==> src/rtl/parking_gate_if.sv <==
// parking_gate_if: sensor/keypad requests in, gate/LED/occupancy status out.
interface parking_gate_if #(parameter int CNT_W = 4);
  logic             entry_req;
  logic             exit_req;
  logic             pass_ok;
  logic             pass_fail;
  logic             car_passed;
  logic             pass_req;
  logic             gate_open;
  logic             grant_entry;
  logic             grant_exit;
  logic             GREEN_LED;
  logic             RED_LED;
  logic             full;
  logic             empty;
  logic [CNT_W-1:0] occupancy;
  modport master (
    output entry_req, exit_req, pass_ok, pass_fail, car_passed,
    input  pass_req, gate_open, grant_entry, grant_exit, GREEN_LED, RED_LED, full, empty, occupancy
  );
  modport slave (
    input  entry_req, exit_req, pass_ok, pass_fail, car_passed,
    output pass_req, gate_open, grant_entry, grant_exit, GREEN_LED, RED_LED, full, empty, occupancy
  );
endinterface

==> src/rtl/parking_gate_arbiter.sv <==
// parking_gate_arbiter: round-robin gate sharing, password sequencing and occupancy tracking.
module parking_gate_arbiter #(
  parameter int CAPACITY     = 8,
  parameter int CNT_W        = 4,
  parameter int PASS_TIMEOUT = 100,
  parameter int GATE_TIMEOUT = 50,
  parameter int DENY_CYCLES  = 20
) (
  input logic           clk,
  input logic           reset_n,
  parking_gate_if.slave bus
);
  localparam int TMAX = (PASS_TIMEOUT > GATE_TIMEOUT)
                      ? ((PASS_TIMEOUT > DENY_CYCLES) ? PASS_TIMEOUT : DENY_CYCLES)
                      : ((GATE_TIMEOUT > DENY_CYCLES) ? GATE_TIMEOUT : DENY_CYCLES);
  localparam int TW = $clog2(TMAX + 1);
  typedef enum logic [2:0] {IDLE, CHECK, OPEN_IN, OPEN_OUT, DENY} state_t;
  state_t           state, state_n;
  logic [TW-1:0]    timer;
  logic             last_entry, last_entry_n;
  logic [CNT_W-1:0] occ_n;
  logic             elig_in, elig_out, at_cap, at_zero;
  assign elig_in  = bus.entry_req & ~bus.full;
  assign elig_out = bus.exit_req & ~bus.empty;
  assign at_cap   = bus.occupancy == CNT_W'(CAPACITY);
  assign at_zero  = bus.occupancy == '0;
  always_comb begin
    state_n      = state;
    last_entry_n = last_entry;
    occ_n        = bus.occupancy;
    case (state)
      IDLE: begin
        // On a tie, entry wins only if the previous grant went to exit
        if (elig_in && (!elig_out || !last_entry)) begin
          state_n      = CHECK;
          last_entry_n = 1'b1;
        end else if (elig_out) begin
          state_n      = OPEN_OUT;
          last_entry_n = 1'b0;
        end
      end
      CHECK:
        state_n = (bus.pass_fail || timer == TW'(PASS_TIMEOUT - 1)) ? DENY
                : bus.pass_ok ? OPEN_IN : CHECK;
      OPEN_IN: begin
        state_n = (bus.car_passed || timer == TW'(GATE_TIMEOUT - 1)) ? IDLE : OPEN_IN;
        occ_n   = (bus.car_passed && !at_cap) ? bus.occupancy + CNT_W'(1) : bus.occupancy;
      end
      OPEN_OUT: begin
        state_n = (bus.car_passed || timer == TW'(GATE_TIMEOUT - 1)) ? IDLE : OPEN_OUT;
        occ_n   = (bus.car_passed && !at_zero) ? bus.occupancy - CNT_W'(1) : bus.occupancy;
      end
      DENY:    state_n = (timer == TW'(DENY_CYCLES - 1)) ? IDLE : DENY;
      default: state_n = IDLE;
    endcase
  end
  always_ff @(posedge clk or negedge reset_n) begin
    if (!reset_n) begin
      state           <= IDLE;
      timer           <= '0;
      last_entry      <= 1'b0;
      bus.occupancy   <= '0;
      bus.full        <= 1'b0;
      bus.empty       <= 1'b1;
      bus.pass_req    <= 1'b0;
      bus.gate_open   <= 1'b0;
      bus.grant_entry <= 1'b0;
      bus.grant_exit  <= 1'b0;
      bus.GREEN_LED   <= 1'b0;
      bus.RED_LED     <= 1'b0;
    end else begin
      state           <= state_n;
      timer           <= (state_n != state || state == IDLE) ? '0 : timer + TW'(1);
      last_entry      <= last_entry_n;
      bus.occupancy   <= occ_n;
      bus.full        <= occ_n == CNT_W'(CAPACITY);
      bus.empty       <= occ_n == '0;
      bus.pass_req    <= state == IDLE && state_n == CHECK;
      bus.gate_open   <= state_n == OPEN_IN || state_n == OPEN_OUT;
      bus.grant_entry <= state_n == CHECK || state_n == OPEN_IN;
      bus.grant_exit  <= state_n == OPEN_OUT;
      bus.GREEN_LED   <= state_n == OPEN_IN || state_n == OPEN_OUT;
      bus.RED_LED     <= state_n == DENY;
    end
  end
endmodule

==> src/flat_wrapper.sv <==
// flat-port wrapper written by rule: the top's interface ports become plain ports
module parking_gate_arbiter_flat 
#(
  parameter int CAPACITY     = 8,
  parameter int CNT_W        = 4,
  parameter int PASS_TIMEOUT = 100,
  parameter int GATE_TIMEOUT = 50,
  parameter int DENY_CYCLES  = 20
)
  (clk, reset_n, bus_entry_req, bus_exit_req, bus_pass_ok, bus_pass_fail, bus_car_passed, bus_pass_req, bus_gate_open, bus_grant_entry, bus_grant_exit, bus_GREEN_LED, bus_RED_LED, bus_full, bus_empty, bus_occupancy);
  parking_gate_if #(.CNT_W(CNT_W)) bus_i ();
  input logic clk;
  input logic reset_n;
  input wire logic [$bits(bus_i.entry_req)-1:0] bus_entry_req;
  input wire logic [$bits(bus_i.exit_req)-1:0] bus_exit_req;
  input wire logic [$bits(bus_i.pass_ok)-1:0] bus_pass_ok;
  input wire logic [$bits(bus_i.pass_fail)-1:0] bus_pass_fail;
  input wire logic [$bits(bus_i.car_passed)-1:0] bus_car_passed;
  output wire logic [$bits(bus_i.pass_req)-1:0] bus_pass_req;
  output wire logic [$bits(bus_i.gate_open)-1:0] bus_gate_open;
  output wire logic [$bits(bus_i.grant_entry)-1:0] bus_grant_entry;
  output wire logic [$bits(bus_i.grant_exit)-1:0] bus_grant_exit;
  output wire logic [$bits(bus_i.GREEN_LED)-1:0] bus_GREEN_LED;
  output wire logic [$bits(bus_i.RED_LED)-1:0] bus_RED_LED;
  output wire logic [$bits(bus_i.full)-1:0] bus_full;
  output wire logic [$bits(bus_i.empty)-1:0] bus_empty;
  output wire logic [$bits(bus_i.occupancy)-1:0] bus_occupancy;
  assign bus_i.entry_req = bus_entry_req;
  assign bus_i.exit_req = bus_exit_req;
  assign bus_i.pass_ok = bus_pass_ok;
  assign bus_i.pass_fail = bus_pass_fail;
  assign bus_i.car_passed = bus_car_passed;
  assign bus_pass_req = bus_i.pass_req;
  assign bus_gate_open = bus_i.gate_open;
  assign bus_grant_entry = bus_i.grant_entry;
  assign bus_grant_exit = bus_i.grant_exit;
  assign bus_GREEN_LED = bus_i.GREEN_LED;
  assign bus_RED_LED = bus_i.RED_LED;
  assign bus_full = bus_i.full;
  assign bus_empty = bus_i.empty;
  assign bus_occupancy = bus_i.occupancy;
  parking_gate_arbiter #(.CAPACITY(CAPACITY), .CNT_W(CNT_W), .PASS_TIMEOUT(PASS_TIMEOUT), .GATE_TIMEOUT(GATE_TIMEOUT), .DENY_CYCLES(DENY_CYCLES)) u_core (.clk(clk), .reset_n(reset_n), .bus(bus_i));
endmodule
==> config.mk <==
export PLATFORM = sky130hd
export DESIGN_NAME = parking_gate_arbiter_flat
export DESIGN_NICKNAME = d
export VERILOG_FILES = /design/src/rtl/parking_gate_if.sv /design/src/rtl/parking_gate_arbiter.sv /design/src/flat_wrapper.sv
export SDC_FILE = /design/constraint.sdc
export NUM_CORES = 1
export LEC_CHECK = 0
export ABC_AREA = 1
export CAP_MARGIN = 20
export CORE_UTILIZATION = 57
export CTS_BUF_LIST = sky130_fd_sc_hd__clkbuf_2 sky130_fd_sc_hd__clkbuf_4 sky130_fd_sc_hd__clkbuf_8
export DETAILED_ROUTE_END_ITERATION = 8
export GPL_ROUTABILITY_DRIVEN = 0
export PLACE_DENSITY = 0.82
export SYNTH_ARGS = -nofsm -noshare
export SYNTH_HDL_FRONTEND = slang
export SYNTH_SLANG_ARGS = --single-unit
==> constraint.sdc <==
create_clock -name clk -period 2.15 [get_ports clk]
set_clock_uncertainty 0.2 [all_clocks]
set_input_delay 0.43 -clock clk [delete_from_list [all_inputs] [get_ports clk]]
set_output_delay 0.43 -clock clk [all_outputs]
set_load 0.01 [all_outputs]
# Yosys cells after proc, flatten, opt, wreduce, memory -nomap -nowiden
# Cells that the tools add are included.
# word_totals
ff_bits	22
inputBits	7
out_inout_bits	12
word_cells	65
# classes
n_bitwise	4
n_eq_ne	14
reduce_logical	19
mux	14
add_sub_neg	3
# ops
cell	n
$pmux 3 s5	1
$eq 3x2->1 const B	4
$mux 3	4
$eq 4x4->1 const B	2
$logic_not 4->1	2
$mux 4	2
$pmux 4 s2	1
$add 7x1->7 const B	1
$eq 7x5->1 const B	1
$eq 7x6->1 const B	1
$eq 7x7->1 const B	1
$mux 7	1
$eq 3x1->1 const B	2
$eq 3x3->1 const B	2
$logic_or 1x1->1	6
$mux 2	3
$add 4x1->4 const B	1
$logic_and 1x1->1	4
$logic_not 1->1	4
$sub 4x1->4 const B	1
$logic_not 3->1	1
$ne 3x3->1	1
$and 1x1->1	2
$mux 1	2
3 further kinds	4

# Longest topological paths before layout
# Gate-level depths: netlist of the first run.
# depth
depth_word	10
ltp_mapped	12
mapped_depth_nobuf	12

# Worst setup path after synthesis of the first run
# OpenSTA, ideal clock, no wires.
# synth_path
path_type	flip-flop to flip-flop
startpoint	register u_core.bus.occupancy[0]
endpoint	register u_core.bus.full
setup_ns	0.115
n_path_buf	0
period_less_slack_ns	1.764
slack_ns	0.386
arrival_ns	1.450
required_time_ns	1.835
stages_incl_launch_ff	12
cell_sequence	dfrtp_1 > inv_1 > ha_1 > nand3_2 > nand2_4 > clkinv_2 > nand3_1 > nand2_1 > nand2_1 > nand2_1 > nand2_1 > nor2_1
# synth_between
elab_chain_cells	6
elab_cells_between_ends	12
classes_between	2 x add/sub; 2 x eq/ne; 3 x mux; 5 x reduce/logical
# synth_rtl
item	line	text
start, declared	parking_gate_if.sv:23	output pass_req, gate_open, grant_entry, grant_exit, GREEN_LED, RED_LED, full, empty, occupancy
start signal, assigned	parking_gate_arbiter.sv:75	bus.occupancy <= occ_n;
parallel branches: the longest is 4 deep, another holds $sub 4x1->4	--	
$pmux 4 s2 *	parking_gate_arbiter.sv:31	case (state)
$eq 4x4->1 *	parking_gate_arbiter.sv:76	bus.full <= occ_n == CNT_W'(CAPACITY);
end signal, assigned	parking_gate_arbiter.sv:76	
end, declared	parking_gate_if.sv:23	
# Every way passes the cells marked *.
# A chain may end at the register's enable or synchronous reset.

# Worst setup path after layout of the first run
# layout_path
startpoint	register u_core.bus.occupancy[3]
endpoint	output bus_occupancy[3]
# layout_lines
item	line	text
end, declared	flat_wrapper.sv:27	output wire logic [$bits(bus_i.occupancy)-1:0] bus_occupancy;
# No word-level cell between the ends.

==> results of run 1 <==
-- per-stage QoR --
stage | instances | power, mW
after floorplan | 185 | 1.53
after global placement | 232 | 1.89
after detailed placement | 232 | 1.94
after CTS | 236 | 2.27
after global routing | 236 | 2.42
final | 236 | 2.27
-- synthesized netlist by cell type --
library cell  count  area [um^2]
inv_4             1         6.26
nand3_2           7         70.1
nand4_1           5         31.3
xnor2_1           3         26.3
nor3_1            3         15.0
nand4_4           1         21.3
xor2_1            3         26.3
buf_4             1         7.51
nor2_2           11         68.8
nand2_1          43          161
o21ai_1           1         5.00
nor2_1           12         45.0
nand2_4           1         11.3
nand3_1          20          100
inv_2            11         41.3
clkinv_2          1         5.00
nor2_8            1         20.0
o21ai_0           4         20.0
o211ai_2          1         12.5
nand3_4           1         17.5
inv_1            20         75.1
ha_1              4         50.1
nand2_2           5         31.3
dfstp_2           1         26.3
a21boi_2          1         11.3
dfrtp_1          21          526
nor2_4            2         22.5
-- logic make-up after synthesis --
group | after synthesis | share of synthesized area, %
buf+inv | 34 | 9.29
xor+xnor | 6 | 3.62
simple gates | 112 | 42.3
fa+ha+maj | 4 | 3.44
compound gates | 7 | 3.36
flops | 22 | 38.0
-- routing by layer --
metal | global-route usage, % | vias up | share of wire (%)
met2 | 40.5 | 38 | 50
li1 | - | 630 | -
met1 | 32.2 | 596 | 44
met5 | 0 | - | 0
met3 | 5.51 | 3 | 5.4
met4 | 6.14 | 0 | 0.81
-- power by group through the flow --
stage / Combinational [mW] / Sequential [mW] / Clock (mW)
CTS: 1.27 / 0.675 / 0.324
finish: 1.27 / 0.677 / 0.322
floorplan: 0.821 / 0.713 / 0
global route: 1.39 / 0.693 / 0.339
detailed placement: 1.25 / 0.686 / 0
global placement: 1.21 / 0.676 / 0
-- state kept, by name, summed over array words and instances, names as in the netlist --
name,cells
u_core.timer,7
u_core.bus.occupancy,4
u_core.state,3
u_core.bus.RED_LED,1
u_core.bus.empty,1
u_core.bus.full,1
u_core.bus.gate_open,1
u_core.bus.grant_entry,1
u_core.bus.grant_exit,1
u_core.bus.pass_req,1
u_core.last_entry,1
-- area by class of cell --
type	count	area [um^2]
clock buffer	3	22.5
inverter	33	128
tap	28	35.0
clock inverter	1	30.0
sequential	22	552
multi-input combinational	129	767
timing repair buffer	20	195
fill	183	568
-- how the worst max path moves through the flow --
| stage | start | endpoint | slack [ns] |
|---|---|---|---|
| 2_1_floorplan | u_core.bus.occupancy[0]$_DFF_PN0_ | u_core.bus.full$_DFF_PN0_ | 0.39 |
| 4_1_cts | u_core.bus.occupancy[3]$_DFF_PN0_ | bus_occupancy[3] | 0.06 |
| 3_3_place_gp | bus_car_passed | u_core.timer[5]$_DFF_PN0_ | 0.15 |
| 6_report | u_core.bus.occupancy[3]$_DFF_PN0_ | bus_occupancy[3] | 0.05 |
| 5_1_grt | u_core.bus.occupancy[3]$_DFF_PN0_ | bus_occupancy[3] | 0.02 |
| 3_5_place_dp | bus_car_passed | u_core.timer[5]$_DFF_PN0_ | 0.09 |
==> flow_metrics.env, run 1 <==
export IMPL_status="complete, no violations"
export IMPL_syn_avg_cell_area_um2=7.86
export IMPL_post_cts_resized=0
export IMPL_yosys_cell_types_count=27
export IMPL_grt_first_pass_wirelength_um=4820
export IMPL_crit_chain="clkdlybuf4s50_1"
export IMPL_path_max_fanout=7
export IMPL_core_mm2=0.00230
export IMPL_period_share_pct=97.7
export IMPL_synth_seq_cells=22
export IMPL_combPwrFrac_pct=55.9
export IMPL_ys_warn_count=0
export IMPL_die_w_um=52.5
export IMPL_place_port_buffers=18
export IMPL_wl_um=2950
export IMPL_utilization_pct=75.3
export IMPL_fin_area_mm2=0.00173
export IMPL_power_frac_clock_pct=14.2
export IMPL_wire_per_inst_um=12.5
export IMPL_rsz0062_at_grt="false"
export IMPL_io_pins=19
export IMPL_cpPeakStageDelay_ns=0.60
export IMPL_htree_levels=1
export IMPL_hold_worst_slack_ns=0.227
export IMPL_initial_utilization_pct=63.3
export IMPL_powerDensity_mw_per_mm2=1310
export IMPL_drtPass1Iterations=6
export IMPL_post_dp_cell_area_mm2=0.00168
export IMPL_period_needed_ns=2.10
export IMPL_cts_path_max_buffers=2
export IMPL_hold_path_class="primary input to asynchronous set/reset pin"
export IMPL_dp_slack_ns=0.0931
export IMPL_final_setup_tns_ns=0
export IMPL_drc_errors=0
export IMPL_ant_nets=0
export IMPL_cp_data_required_time_ns=1.52
export IMPL_final_cell_mix="nand2_1 (43), dfrtp_1 (21), inv_1 (20), nand3_1 (20), clkdlybuf4s50_1 (18)"
export IMPL_num_vias=1267
export IMPL_syn_num_nets=196
export IMPL_track_usage_pct=24.5
export IMPL_synthToLayoutAreaGrowth_pct=18.9
export IMPL_ys_seq_area_share_pct=38.0
export IMPL_syn_inst=185
export IMPL_critPathLaunchType="flip-flop"
export IMPL_overflow=0
export IMPL_root_buffer="clkbuf_4"
export IMPL_crit_slowest_cell="clkdlybuf4s50_1"
export IMPL_setup_slack_ns=0.0505
export IMPL_worstMarginPinSlew_ns=0.307
export IMPL_clk_pin_slew_ns=0.14
export IMPL_finalHoldViolCount=0
export IMPL_pwr_share_seq_pct=29.9
export IMPL_numCtsBuffers=3
export IMPL_worstPathArrival_ns=1.47
export IMPL_final_common_cell="nand2_1"
export IMPL_antenna_cells=0
export IMPL_cp_num_cells=1
export IMPL_grt_start_max_net_pins=23
export IMPL_die_area_mm2=0.00276
export IMPL_cts_sinks=22
export IMPL_intPower_mw=1.24
export IMPL_cts_hold_buffers=0
export IMPL_swShare_pct=45.1
export IMPL_nets=220
export IMPL_r2r_end="u_core.bus.full$_DFF_PN0_"
export IMPL_r2r_slack_ns=0.19
export IMPL_slew_viol_final=0
export IMPL_crit_path_end_kind="primary output"
export IMPL_detail_route_iter0_violations=23
export IMPL_dpl_hpwl_um=2330
export IMPL_tritoncts="done"
export IMPL_switchingPower_mw=1.02
export IMPL_rr_worst_depth=11
export IMPL_leakage_nw=0.845
export IMPL_antenna_found_initial=0
export IMPL_fmax_mhz=476
export IMPL_via_per_inst=5.37
export IMPL_crit_type="flip-flop to primary output"
export IMPL_netlist_area_mm2=0.00145
export IMPL_worstReg2RegStart="u_core.bus.occupancy[1]$_DFF_PN0_"
export IMPL_drive_gt1_share_pct=24.5
export IMPL_setup_viol=0
export IMPL_clk_latency_ns=0.33
export IMPL_peakVddDrop_v=0.00113
export IMPL_first_global_vias=1152
export IMPL_cp_top_family="buffers and inverters"
export IMPL_cts_setup_buffers=0
export IMPL_rows=17
export IMPL_slew_headroom_pct=79.5
export IMPL_dieHeight_um=52.5
export IMPL_drv_cap=0
export IMPL_critPathBufInv=1
(Power assumes the default switching activity.)
==> run 2, diff against run 1 <==
CORE_ASPECT_RATIO = 1.4   (was unset)
==> run 2 against run 1 <==
Compared with the run above:
- worst setup slack improved by 0.062 ns
- critical endpoint unchanged
- via count is 3.1% lower
- critical path depth stayed put
- first-iteration DRC count shrank 13%
- utilization fell by 3.0 points
==> flow_metrics.env, run 2 (same netlist as run 1, synthesis figures left out) <==
export IMPL_status="complete, no violations"
export IMPL_rows=21
export IMPL_crit_path_end_kind="primary output"
export IMPL_crit_slowest_cell="clkdlybuf4s50_1"
export IMPL_antenna_found_initial=0
export IMPL_drv_cap=0
export IMPL_critPathLaunchType="flip-flop"
export IMPL_overflow=0
export IMPL_leakage_nw=0.843
export IMPL_dpl_hpwl_um=2430
export IMPL_worstPathArrival_ns=1.41
export IMPL_tritoncts="done"
export IMPL_cp_top_family="buffers and inverters"
export IMPL_period_needed_ns=2.04
export IMPL_die_area_mm2=0.00276
export IMPL_seq_area_um2=552
export IMPL_synthToLayoutAreaGrowth_pct=18.8
export IMPL_cts_hold_buffers=0
export IMPL_via_per_inst=5.05
export IMPL_fmax_mhz=491
export IMPL_core_mm2=0.00239
export IMPL_clk_pin_slew_ns=0.12
export IMPL_slew_headroom_pct=78.1
export IMPL_final_cell_mix="nand2_1 (43), dfrtp_1 (21), inv_1 (20), nand3_1 (20), clkdlybuf4s50_1 (18)"
export IMPL_die_w_um=44.7
export IMPL_hold_path_class="primary input to asynchronous set/reset pin"
export IMPL_fin_area_mm2=0.00173
export IMPL_drtPass1Iterations=4
export IMPL_wl_um=2960
export IMPL_path_max_fanout=7
export IMPL_peakVddDrop_v=0.000715
export IMPL_crit_type="flip-flop to primary output"
export IMPL_setup_viol=0
export IMPL_nFillCells=190
export IMPL_drc_errors=0
export IMPL_nets=221
export IMPL_wire_per_inst_um=12.2
export IMPL_dieHeight_um=61.8
export IMPL_detail_route_iter0_violations=20
export IMPL_grt_start_max_net_pins=23
export IMPL_worstMarginPinSlew_ns=0.327
export IMPL_grt_first_pass_wirelength_um=4820
export IMPL_cts_path_max_buffers=2
export IMPL_regMostFlops="u_core.timer"
export IMPL_root_buffer="clkbuf_4"
export IMPL_post_cts_resized=0
export IMPL_reg_largest_list="u_core.timer (7), u_core.bus.occupancy (4), u_core.state (3)"
export IMPL_dp_slack_ns=0.108
export IMPL_cts_setup_buffers=0
export IMPL_setup_slack_ns=0.113
export IMPL_powerDensity_mw_per_mm2=1260
export IMPL_antenna_cells=0
export IMPL_io_pins=19
export IMPL_power_mw=2.17
export IMPL_ant_nets=0
export IMPL_largest_reg_flops=7
export IMPL_first_global_vias=1122
export IMPL_num_vias=1228
export IMPL_final_setup_tns_ns=0
export IMPL_post_dp_cell_area_mm2=0.00169
export IMPL_cts_sinks=22
export IMPL_finalHoldViolCount=0
export IMPL_rsz0062_at_grt="false"
export IMPL_period_share_pct=94.8
export IMPL_cp_data_required_time_ns=1.52
export IMPL_clk_latency_ns=0.32
export IMPL_final_common_cell="nand2_1"
export IMPL_numCtsBuffers=3
export IMPL_slew_viol_final=0
export IMPL_critPathBufInv=1
export IMPL_multi_input_area_um2=767
export IMPL_initial_utilization_pct=60.8
export IMPL_drive_gt1_share_pct=24.9
export IMPL_crit_chain="clkdlybuf4s50_1"
export IMPL_cpPeakStageDelay_ns=0.59
export IMPL_place_port_buffers=18
export IMPL_track_usage_pct=24.7
export IMPL_htree_levels=1
export IMPL_r2r_slack_ns=0.21
run 2: cell types whose count changed in the layout (fill, tap and decap cells not counted), sizes merged:
cell,previous run,this run
bufinv,1,0
buf,2,3
clkbuf,3,4
run 2: path summary, 6_finish.rpt:
path,start,to,cells after the start
worst min register to register,u_core.timer[0]$_DFF_PN0_,u_core.timer[0]$_DFF_PN0_,1
max in group asynchronous,reset_n,u_core.bus.empty$_DFF_PN1_,2
min in group clk,u_core.timer[0]$_DFF_PN0_,u_core.timer[0]$_DFF_PN0_,1
worst max register to register,u_core.bus.occupancy[1]$_DFF_PN0_,u_core.bus.empty$_DFF_PN1_,10
worst max-delay path,u_core.bus.occupancy[3]$_DFF_PN0_,bus_occupancy[3],1
worst min-delay path,reset_n,u_core.bus.RED_LED$_DFF_PN0_,2
run 2: layout make-up:
type	instances	area share, %
Timing Repair Buffer	21	11.7
Multi-Input combinational cell	129	44.4
Sequential cell	22	31.9
Tap cell	34	2.46
Clock buffer	4	2.10
Inverter	33	7.39
run 2: layer usage:
| layer | vias up | GRT usage (%) | wire, um |
|---|---|---|---|
| li1 | 628 | - | - |
| met1 | 560 | 25.3 | 1100 |
| met2 | 31 | 47.9 | 1690 |
| met3 | 9 | 3.18 | 79 |
| met4 | 0 | 13.4 | 83 |
| met5 | - | 0 | 0 |
run 2: power by group:
group,internal (mW),leakage [nW],switching (mW)
combinational,0.514,0.538,0.760
clock,0.104,0.0210,0.129
sequential,0.550,0.284,0.114
total,1.17,0.843,1.00
run 2: through the flow:
stage	util [%]	cells	hold slack, ns
floorplan	-	185	-0.0656
global placement	70.7	239	0.280
detailed placement	70.7	239	0.296
CTS	72.3	243	0.248
global route	72.3	243	0.266
finish	72.3	243	0.232
==> run 3, diff against run 2 <==
ABC_AREA = unset   (was 1)
CORE_UTILIZATION = 55   (was 57)
GPL_TIMING_DRIVEN = 0   (was unset)
PLACE_DENSITY = 0.81   (was 0.82)
==> run 3 against run 2 <==
Compared with the run above:
- sequential power about the same
- fmax is 1.2% lower
- via count fell by 16%
- non-clock buffer count rose by 6
- register-to-register slack worse by 0.11 ns
- routed wire length down 11%
- sequential cell count is the same
- area after synthesis decreased by 15%
- sequential share of layout area rose by 4.6 points
- clock power grew 3%
- total power decreased by 8.2%
- critical endpoint is now bus_empty
- largest cell class unchanged
==> flow_metrics.env, run 3 <==
export IMPL_status="complete, no violations"
export IMPL_cp_data_required_time_ns=1.52
export IMPL_drv_cap=0
export IMPL_setup_viol=0
export IMPL_cts_hold_buffers=0
export IMPL_drtPass1Iterations=6
export IMPL_swShare_pct=40.3
export IMPL_synthFlopType="dfrtp_1"
export IMPL_wire_per_inst_um=14.9
export IMPL_synth_top_cell_area_share_pct=42.4
export IMPL_synthToLayoutAreaGrowth_pct=22.3
export IMPL_finalHoldViolCount=0
export IMPL_async_reset_ff_share_pct=100
export IMPL_netlist_area_mm2=0.00124
export IMPL_ant_nets=0
export IMPL_cp_top_family="flip-flops"
export IMPL_grt_first_pass_wirelength_um=4400
export IMPL_path_max_fanout=3
export IMPL_first_global_vias=1042
export IMPL_period_share_pct=95.9
export IMPL_syn_avg_cell_area_um2=9.53
export IMPL_regMostFlops="u_core.timer"
export IMPL_crit_chain="clkdlybuf4s50_1"
export IMPL_pwr_share_seq_pct=33.3
export IMPL_dpl_hpwl_um=1990
export IMPL_slew_headroom_pct=70.1
export IMPL_rows=20
export IMPL_io_pins=19
export IMPL_ys_warn_count=0
export IMPL_worstPathArrival_ns=1.43
export IMPL_via_per_inst=5.86
export IMPL_detail_route_iter0_violations=14
export IMPL_hold_path_class="primary input to asynchronous set/reset pin"
export IMPL_leakage_nw=0.682
export IMPL_rsz0062_at_grt="false"
export IMPL_crit_slowest_cell="dfstp_2"
export IMPL_period_needed_ns=2.06
export IMPL_intPower_mw=1.19
export IMPL_clk_latency_ns=0.33
export IMPL_drive_gt1_share_pct=11.6
export IMPL_synth_seq_cells=22
export IMPL_fmax_mhz=485
export IMPL_synthSimpleGateAreaFrac_pct=25.3
export IMPL_nFillCells=163
export IMPL_synth_compound_area_share_pct=14.5
export IMPL_core_mm2=0.00215
export IMPL_place_port_buffers=18
export IMPL_ys_seq_area_share_pct=44.5
export IMPL_crit_type="flip-flop to primary output"
export IMPL_grt_start_max_net_pins=23
export IMPL_syn_num_nets=141
export IMPL_stdcell_count=177
export IMPL_synthMuxAreaShare_pct=1.11
export IMPL_initial_utilization_pct=57.6
export IMPL_final_cell_mix="dfrtp_1 (19), clkdlybuf4s50_1 (18), inv_1 (12), nor2_1 (12), nand2_1 (9)"
export IMPL_drc_errors=0
export IMPL_combPwrFrac_pct=54.6
export IMPL_yosys_cell_types_count=43
export IMPL_yosys_top_cells_count="dfrtp_1 (21), inv_1 (12), nor2_1 (12)"
export IMPL_switchingPower_uw=803
export IMPL_synth_top_family_by_area="simple AND/OR/NAND/NOR gates"
export IMPL_die_area_mm2=0.00245
export IMPL_nets=167
export IMPL_yosysMostFrequentCell="dfrtp_1"
export IMPL_synthXorXnorAreaFrac_pct=4.24
export IMPL_power_mw=1.99
export IMPL_crit_path_end_kind="primary output"
export IMPL_worstMarginPinSlew_ns=0.448
export IMPL_num_vias=1037
export IMPL_yosys_area_top_type="dfrtp_1"
export IMPL_synth_top_cells_by_area="dfrtp_1 (42%), ha_1 (4.0%), inv_1 (3.6%)"
export IMPL_powerDensity_mw_per_mm2=1320
export IMPL_tritoncts="done"
export IMPL_synth_edf_count=0
export IMPL_critPathLaunchType="flip-flop"
export IMPL_largest_reg_flops=7
export IMPL_track_usage_pct=23.8
export IMPL_numCtsBuffers=3
export IMPL_clk_pin_slew_ns=0.13
export IMPL_cts_path_max_buffers=2
export IMPL_peakVddDrop_v=0.000753
export IMPL_dieHeight_um=58.2
export IMPL_reg_largest_list="u_core.timer (7), u_core.bus.occupancy (4), u_core.state (3)"
export IMPL_cpPeakStageDelay_ns=0.57
export IMPL_cts_sinks=22
export IMPL_synthAdderAreaFrac_pct=4.04
export IMPL_critPathBufInv=1
export IMPL_root_buffer="clkbuf_4"
export IMPL_syn_inst=130
export IMPL_die_w_um=42.1
export IMPL_power_frac_clock_pct=12.1
export IMPL_antenna_found_initial=0
export IMPL_slew_viol_final=0
export IMPL_overflow=0
export IMPL_dp_cells=170
export IMPL_htree_levels=1
export IMPL_final_common_cell="dfrtp_1"
export IMPL_antenna_cells=0
export IMPL_wl_um=2640
run 3: cell types whose count changed after synthesis, moves of 7 or more:
cell     before  now
nand2_1      43    9
nand3_1      20    5
inv_2        11    0
nor2_2       11    0
inv_1        20   12
nand3_2       7    0
run 3: layer usage:
metal,share of wire (%),routed length [um],up-vias,track usage (%)
met5,0,0,-,0
met4,3.7,97,0,13.8
met3,2.4,63,11,2.18
met2,55,1440,21,44.4
met1,39,1040,498,26.0
li1,-,-,507,-
run 3: cell families after synthesis:
group / Yosys count
AO/OA/AOI/OAI: 24
XOR/XNOR: 6
adder cells (fa/ha/maj): 4
buffers and inverters: 18
flip-flops: 22
multiplexers: 1
AND/OR/NAND/NOR: 55
run 3: power by group through the flow:
stage               Clock, mW  Combinational, mW  Sequential, mW
global route            0.251               1.20           0.687
floorplan                   0              0.633           0.700
finish                  0.240               1.09           0.665
CTS                     0.238               1.05           0.671
global placement            0               1.00           0.668
detailed placement          0               1.05           0.681
run 3: cell type report:
type | instances | area [um^2] | share of cell area, %
Multi-Input combinational cell | 90 | 609 | 40.2
Sequential cell | 22 | 554 | 36.6
Timing Repair Buffer | 21 | 210 | 13.9
Inverter | 12 | 45.0 | 2.97
Clock buffer | 4 | 36.3 | 2.39
Buffer | 6 | 32.5 | 2.15
Tap cell | 22 | 27.5 | 1.82
run 3: what timing repair did:
item | 4_1_cts | 5_1_grt
endpoints found under the setup margin | 0 | 1
buffers inserted | 0 | 2
endpoints found under the hold margin | 0 | 0
resized for setup | 0 | 2
run 3: path summary, 6_finish.rpt:
check	from	endpoint	slack (ns)	cells past startpoint
min in group clk	u_core.timer[0]$_DFF_PN0_	u_core.timer[0]$_DFF_PN0_	0.31	1
max in group asynchronous	reset_n	u_core.bus.empty$_DFF_PN1_	1.02	2
worst min register to register	u_core.timer[0]$_DFF_PN0_	u_core.timer[0]$_DFF_PN0_	0.31	1
worst max register to register	u_core.bus.occupancy[0]$_DFF_PN0_	u_core.bus.full$_DFF_PN0_	0.10	7
worst min-delay path	reset_n	u_core.bus.grant_exit$_DFF_PN0_	0.20	1
worst max-delay path	u_core.bus.empty$_DFF_PN1_	bus_empty	0.09	1
run 3: through the flow:
step,utilization (%),worst slack [ns],area [um^2],TNS [ns],hold WS (ns)
floorplan,-,0.183,1240,0,-0.0656
detailed placement,67.2,-0.106,1450,-0.648,0.293
CTS,68.9,0.0154,1480,0,0.310
global placement,67.2,-0.0594,1450,-0.395,0.286
finish,70.4,0.0874,1520,0,0.196
global route,70.4,0.00852,1520,0,0.230
